## config.mk

```make
export PLATFORM = sky130hd
export DESIGN_NAME = serial_to_parallel
export DESIGN_NICKNAME = d
export VERILOG_FILES = /design/src/rtl/qam16_pkg.sv /design/src/rtl/ask4_level_map.sv /design/src/rtl/serial_to_parallel.sv
export SDC_FILE = /design/constraint.sdc
export NUM_CORES = 1
export LEC_CHECK = 0
export BUFFER_PORTS_ARGS = -buffer_cell sky130_fd_sc_hd__clkbuf_2
export CORE_AREA = 2 2 39 41
export DETAILED_ROUTE_END_ITERATION = 10
export DIE_AREA = 0 0 41 43
export SLEW_MARGIN = 10
export SYNTH_ARGS = -nofsm -noshare
export SYNTH_HDL_FRONTEND = slang
export SYNTH_SLANG_ARGS = --single-unit
```

## constraint.sdc

```tcl
create_clock -name clk -period 2.75 [get_ports clk]
set_clock_uncertainty 0.1 [all_clocks]
set_input_delay 0.275 -clock clk [delete_from_list [all_inputs] [get_ports clk]]
set_output_delay 0.275 -clock clk [all_outputs]
set_load 0.1 [all_outputs]
```

## src/rtl/qam16_pkg.sv

```systemverilog
// Shared 16-QAM definitions: symbol/level widths and the 4-ASK level constants
// used by both the transmit deserializer and the receive-side slicer.
package qam16_pkg;

  localparam int unsigned SYM_W        = 2;
  localparam int unsigned BITS_PER_SYM = 4;
  localparam int unsigned LEVEL_W      = 18;
  localparam int unsigned CNT_W        = $clog2(BITS_PER_SYM);

  typedef logic [SYM_W-1:0]          sym_code_t;
  typedef logic signed [LEVEL_W-1:0] level_t;

  // Levels in signed 1s17 fixed point.
  localparam level_t LVL_M3 = 18'h28000;  // -0.75
  localparam level_t LVL_M1 = 18'h38000;  // -0.25
  localparam level_t LVL_P1 = 18'h08000;  // +0.25
  localparam level_t LVL_P3 = 18'h18000;  // +0.75

  function automatic level_t code_to_level(input sym_code_t code);
    level_t level;
    unique case (code)
      2'b00:   level = LVL_M3;
      2'b01:   level = LVL_M1;
      2'b10:   level = LVL_P1;
      default: level = LVL_P3;
    endcase
    return level;
  endfunction

endpackage

```

## src/rtl/ask4_level_map.sv

```systemverilog
// Combinational 4-ASK mapper: 2-bit slicer code to signed 1s17 level.
module ask4_level_map
  import qam16_pkg::*;
(
  input  logic [SYM_W-1:0]          code,
  output logic signed [LEVEL_W-1:0] level
);

  always_comb begin
    level = code_to_level(code);
  end

endmodule

```

## src/rtl/serial_to_parallel.sv

```systemverilog
// Serial bit stream to 16-QAM symbol deserializer (wire order Q1, Q0, I1, I0).
// Define S2P_LEVEL_MAP_EN to add registered 4-ASK level outputs map_I/map_Q.
module serial_to_parallel
  import qam16_pkg::*;
(
  input  logic                      clk,
  input  logic                      reset,
  input  logic                      sam_clk_en,
  input  logic                      serial_in,
  input  logic                      align,
  output logic [SYM_W-1:0]          sym_I,
  output logic [SYM_W-1:0]          sym_Q,
  output logic                      sym_valid,
`ifdef S2P_LEVEL_MAP_EN
  output logic signed [LEVEL_W-1:0] map_I,
  output logic signed [LEVEL_W-1:0] map_Q,
`endif
  output logic [CNT_W-1:0]          bit_phase
);

  localparam logic [CNT_W-1:0] LastBit = CNT_W'(BITS_PER_SYM - 1);

  logic [CNT_W-1:0]        bit_cnt_q, bit_cnt_d;
  logic [BITS_PER_SYM-2:0] shift_q, shift_d;
  sym_code_t               sym_i_q, sym_i_d;
  sym_code_t               sym_q_q, sym_q_d;
  logic                    valid_q, valid_d;
  logic                    load_sym;

  always_comb begin
    bit_cnt_d = bit_cnt_q;
    shift_d   = shift_q;
    sym_i_d   = sym_i_q;
    sym_q_d   = sym_q_q;
    valid_d   = 1'b0;
    load_sym  = 1'b0;
    if (align) begin
      // Realignment drops the partial symbol; an accompanying bit becomes Q[1].
      shift_d = '0;
      if (sam_clk_en) begin
        shift_d[0] = serial_in;
        bit_cnt_d  = CNT_W'(1);
      end else begin
        bit_cnt_d  = '0;
      end
    end else if (sam_clk_en) begin
      bit_cnt_d = bit_cnt_q + CNT_W'(1);
      if (bit_cnt_q == LastBit) begin
        load_sym = 1'b1;
        valid_d  = 1'b1;
        sym_q_d  = {shift_q[0], shift_q[1]};
        sym_i_d  = {shift_q[2], serial_in};
      end else begin
        shift_d[bit_cnt_q] = serial_in;
      end
    end
  end

  always_ff @(posedge clk) begin
    if (reset) begin
      bit_cnt_q <= '0;
      shift_q   <= '0;
      sym_i_q   <= '0;
      sym_q_q   <= '0;
      valid_q   <= 1'b0;
    end else begin
      bit_cnt_q <= bit_cnt_d;
      shift_q   <= shift_d;
      sym_i_q   <= sym_i_d;
      sym_q_q   <= sym_q_d;
      valid_q   <= valid_d;
    end
  end

`ifdef S2P_LEVEL_MAP_EN
  level_t map_i_d, map_q_d;
  level_t map_i_q, map_q_q;

  // Mapped from the next-state codes so levels load on the same edge as sym_I/sym_Q.
  ask4_level_map u_map_i (
    .code  (sym_i_d),
    .level (map_i_d)
  );

  ask4_level_map u_map_q (
    .code  (sym_q_d),
    .level (map_q_d)
  );

  always_ff @(posedge clk) begin
    if (reset) begin
      map_i_q <= '0;
      map_q_q <= '0;
    end else if (load_sym) begin
      map_i_q <= map_i_d;
      map_q_q <= map_q_d;
    end
  end

  assign map_I = map_i_q;
  assign map_Q = map_q_q;
`else
  logic unused_load_sym;
  assign unused_load_sym = load_sym;
`endif

  assign sym_I     = sym_i_q;
  assign sym_Q     = sym_q_q;
  assign sym_valid = valid_q;
  assign bit_phase = bit_cnt_q;

endmodule

```

After elaboration in Yosys (flattened, before gate mapping)
Cells that the tools add are included.
Cells by class
  equality and inequality tests: 2
  magnitude comparators: 2
  mux-type cells: 11
  reduce and logical (&&, ||, !) cells: 7
  bitwise logic cells: 3
  add/subtract/negate cells: 1
Operators by type and width (count)
  $mux 1: 7
  $mux 2: 2
  $reduce_and 2->1: 2
  $bwmux 3: 1
  $lt 2x3->1 const B: 1
  $not 1->1: 3
  $reduce_and 3->1: 1
  $reduce_or 3->1: 1
  $add 2x1->2 const B: 1
  $demux 1 s2: 1
  $eq 2x2->1 const B: 1
  $ge 2x1->1 const B: 1
  $ne 2x2->1 const B: 1
  $reduce_bool 2->1: 1
  $reduce_or 2->1: 1
  $logic_and 1x1->1: 1
Storage, ports and cells
  output and inout port bits: 7
  input bits: 5
  word-level logic and storage cells: 32
  register bits after elaboration: 10

Longest topological paths before layout
  depth after elaboration: 8
  mapped depth: 5

Worst setup path before layout
Ideal clock, no wire load.
  path type: register to register
  start: reg bit_cnt_q[0] (netlist: bit_phase[0])
  end: reg shift_q[0]
  stages on the path, launching flop included: 6
  path buffers: 0
  slack: 0.651 ns
  arrival time: 1.928 ns
  cell sequence: dfxtp_1 > inv_1 > ha_1 > nor2b_1 > a211o_1 > a21oi_1
On the way
  cells in the longest elaborated chain, start to end: 8
  elaborated cells on any way between the ends: 12
RTL lines
  from (decl): line serial_to_parallel.sv:23  | logic [CNT_W-1:0] bit_cnt_q, bit_cnt_d;
  from (signal assigned): line serial_to_parallel.sv:67  | bit_cnt_q <= bit_cnt_d;
  $lt 2x3->1 (not written as such) or $ge 2x1->1 (tied branches): line serial_to_parallel.sv:54  | shift_d[bit_cnt_q] = serial_in;
  $logic_and 1x1->1 (not written as such): line serial_to_parallel.sv:54
  $mux 1 (not written as such): line serial_to_parallel.sv:54
  $demux 1 s2: line serial_to_parallel.sv:54
  $bwmux 3: line serial_to_parallel.sv:54
  $mux 1: line serial_to_parallel.sv:48  | if (bit_cnt_q == LastBit) begin
  $mux 1: line serial_to_parallel.sv:46  | end else if (sam_clk_en) begin
  $mux 1: line serial_to_parallel.sv:37  | if (align) begin
  to (signal assigned): line serial_to_parallel.sv:68  | shift_q <= shift_d;
  to (decl): line serial_to_parallel.sv:24  | logic [BITS_PER_SYM-2:0] shift_q, shift_d;
Several ways; a longest one is shown, not always the timed one. The select of a mux whose other input is x is not followed.
A chain may end at the register's enable or synchronous reset.

Worst setup path in the final report
  start: reg bit_cnt_q[1] (netlist: bit_phase[1])
  end: out bit_phase[1]
RTL lines
  to (decl): line serial_to_parallel.sv:18  | output logic [CNT_W-1:0] bit_phase
No word-level cell between the ends.

==> results.sh <==
export IMPL_hpwlAfterDp_um=547
export IMPL_row_count=14
export IMPL_cap_viol_max_count=0
export IMPL_hold_worst_slack_ns=0.187
export IMPL_ctsHtreeMaxLevel=1
export IMPL_die_h_um=43
export IMPL_grt_setup_unrepaired="false"
export IMPL_grt_pass1_vias=290
export IMPL_critical_path_startpoint_type="flop"
export IMPL_synth_yosys_seq_area_share_pct=45.1
export IMPL_maximum_number_of_pins_on_one_net_before_global_route_repair=11
export IMPL_syn_inst=44
export IMPL_finalSetupViolations=0
export IMPL_critical_path_endpoint_type="primary output"
export IMPL_hold_viol_final=0
export IMPL_worst_path_dominant_cell_family="buffers and inverters"
export IMPL_critPathSlowestCell="sky130_fd_sc_hd__clkbuf_2"
export IMPL_top_area_cells_in_the_synthesized_netlist="sky130_fd_sc_hd__dfxtp_1, sky130_fd_sc_hd__mux2i_1, sky130_fd_sc_hd__ha_1"
export IMPL_yosysTopAreaCellShare_pct=45.1
export IMPL_leading_area_contributor_after_synthesis="sky130_fd_sc_hd__dfxtp_1"
export IMPL_design_die_area_mm2=0.00176
export IMPL_powerDensity_mw_per_mm2=572
export IMPL_part_of_the_cycle_the_worst_path_needs_pct=55.1
export IMPL_leading_cell_type_in_the_layout_fill_and_taps_excluded="sky130_fd_sc_hd__clkbuf_2"
export IMPL_drc=0
export IMPL_path_cells="clkbuf_2"
export IMPL_placed_area_um2=510
export IMPL_worst_setup_path_type="flop to primary output"
export IMPL_final_setup_tns_ns=0
export IMPL_grtUsageTotal_pct=11.2
export IMPL_worst_pin_slew_ns=0.544
export IMPL_globalplace_congestion=0.703
export IMPL_initial_utilization_pct=32.1
export IMPL_topRoutingLayerUsed="met4"
export IMPL_placement_io_buffers=11
export IMPL_cellLeakagePower_uw=0.000277
export IMPL_wl_met3_um=62
export IMPL_layout_cell_share_with_drive_strength_beyond_1_pct=28.1
export IMPL_top_level_ports=12
export IMPL_crit_path_max_fanout=5
export IMPL_die_x_um=41
export IMPL_synthesis_area_per_instance_um2=10.1
export IMPL_ir_drop_worst_case_vdd_mv=0.266
export IMPL_register_bit_total_from_synthesis=10
export IMPL_wirelength_um=763
export IMPL_route_antenna_remaining_nets=0
export IMPL_netlist_cell_type_count=16
export IMPL_routed_via_count=345
export IMPL_postSynthNetCount=53
export IMPL_final_net_count=67
export IMPL_timing_max_transition_violations_final=0
export IMPL_post_layout_inst_area_um2=547
export IMPL_post_cts_setup_driven_buffer_insertion_count=0
export IMPL_synth_cell_area_um2=444
export IMPL_grt_remaining_overflow=0
export IMPL_route_detailed_wl_per_inst_um=10.5
export IMPL_cts_resized=0
export IMPL_worst_skew_late_latency_ns=0.27
export IMPL_status="completed"
export IMPL_crit_buf_inv=1
export IMPL_timing_max_slew_rel_slack_pct=63.9
export IMPL_tritoncts="yes"
export IMPL_met1_length_um=340
export IMPL_first_pass_grt_wire_length_mm=1.17
export IMPL_antenna_diode_count=0
export IMPL_arrival_ns=1.14
export IMPL_grt_antenna_before_repair=0
export IMPL_drt_pre_antenna_iters=4
export IMPL_final_min_clock_period_ns=1.52
export IMPL_max_clock_freq_ghz=0.659
export IMPL_mostFrequentLayoutCells="sky130_fd_sc_hd__clkbuf_2, sky130_fd_sc_hd__dfxtp_1, sky130_fd_sc_hd__mux2i_1"
export IMPL_route_met2_wl_um=325
export IMPL_hold_path_class="input pin to flop"
export IMPL_cts_hold_buf=0
export IMPL_numCtsBuffers=3
export IMPL_drt_first_iter_violations=3
export IMPL_ctsLongestPathBuffers=2
export IMPL_slowest_delay_ns=0.48
export IMPL_clock_sinks=10
export IMPL_synthesis_yosys_warnings=0
export IMPL_area_growth_pct=23.1
export IMPL_placeableCoreArea_mm2=0.00138
export IMPL_route_detailed_vias_per_inst=4.73
export IMPL_critPathRequiredTime_ns=2.38
export IMPL_cts_reportedPaths_clkPinSlew_ns=0.07
export IMPL_cts_root_buffer="sky130_fd_sc_hd__clkbuf_4"
==> where the power goes <==
group / switching, µW / internal (µW)
logic: 21.8 / 8.64
registers: 1.80 / 147
clock network: 52.8 / 80.6
total: 76.4 / 236
==> kinds of logic (layout without fill, tap and decap cells) <==
family	count (synthesis)	in the layout	share of synthesized area, %
adders and majority gates	4	4	11.3
and+or+nand+nor	13	13	16.3
DFF	10	10	45.1
AOI/OAI and AO/OA	5	5	7.04
muxes	7	7	15.8
buffers and inverters	5	18	4.50
==> worst paths after layout <==
kind	slack [ns]	cells after the start	from	to
worst max-delay path	1.23	1	bit_phase[1]$_SDFFE_PP0P_	bit_phase[1]
worst min-delay path	0.19	2	align	shift_q[1]$_SDFFE_PP0P_
worst max register to register	1.39	5	bit_phase[0]$_SDFFE_PP0P_	shift_q[0]$_SDFFE_PP0P_
worst min register to register	0.39	2	shift_q[0]$_SDFFE_PP0P_	sym_Q[1]$_SDFFE_PP0P_
==> per-stage QoR <==
| stage | setup WS (ns) | total power [µW] | std cells | util, % |
|---|---|---|---|---|
| CTS | 1.21 | 320 | 73 | 39.5 |
| finish | 1.23 | 313 | 73 | 39.5 |
| floorplan | 0.651 | 175 | 44 | - |
| detailed placement | 1.41 | 183 | 69 | 36.9 |
| global route | 1.18 | 329 | 73 | 39.5 |
| global placement | 1.41 | 183 | 69 | 36.9 |
==> per-layer routing <==
metal,GRT usage [%],up-vias
li1,-,178
met1,12.0,151
met2,12.8,12
met3,9.42,4
met4,10.0,0
met5,0,-
==> registers in the layout, summed over array words and instances (netlist names) <==
register,cells
bit_phase,2
shift_q,3
sym_I,2
sym_Q,2
sym_valid,1
==> worst register-to-register path: cells and delay by family (launching register included) <==
family,cells,cell delay [ns]
fa+ha+maj,1,0.19
buf+inv,1,0.09
flops,1,0.37
simple gates,1,0.13
compound gates,2,0.42
==> cell type report <==
class                   instances  area (µm²)
multi-input cells              29         224
inverters                       3        11.3
repair buffers                 11        55.1
well taps                      16        20.0
flip-flops and latches         10         200
fillers                       156         837
clock buffers                   4        36.3
==> synthesized netlist by cell type, drive strengths merged <==
cell	count
dfxtp	10
a211o	1
mux2i	7
nor2	5
nand3b	3
o21ai	1
nor2b	1
nor3	3
buf	1
a21oi	2
ha	4
or3	1
o211ai	1
inv	3
clkbuf	1
(Power assumes the default switching activity.)
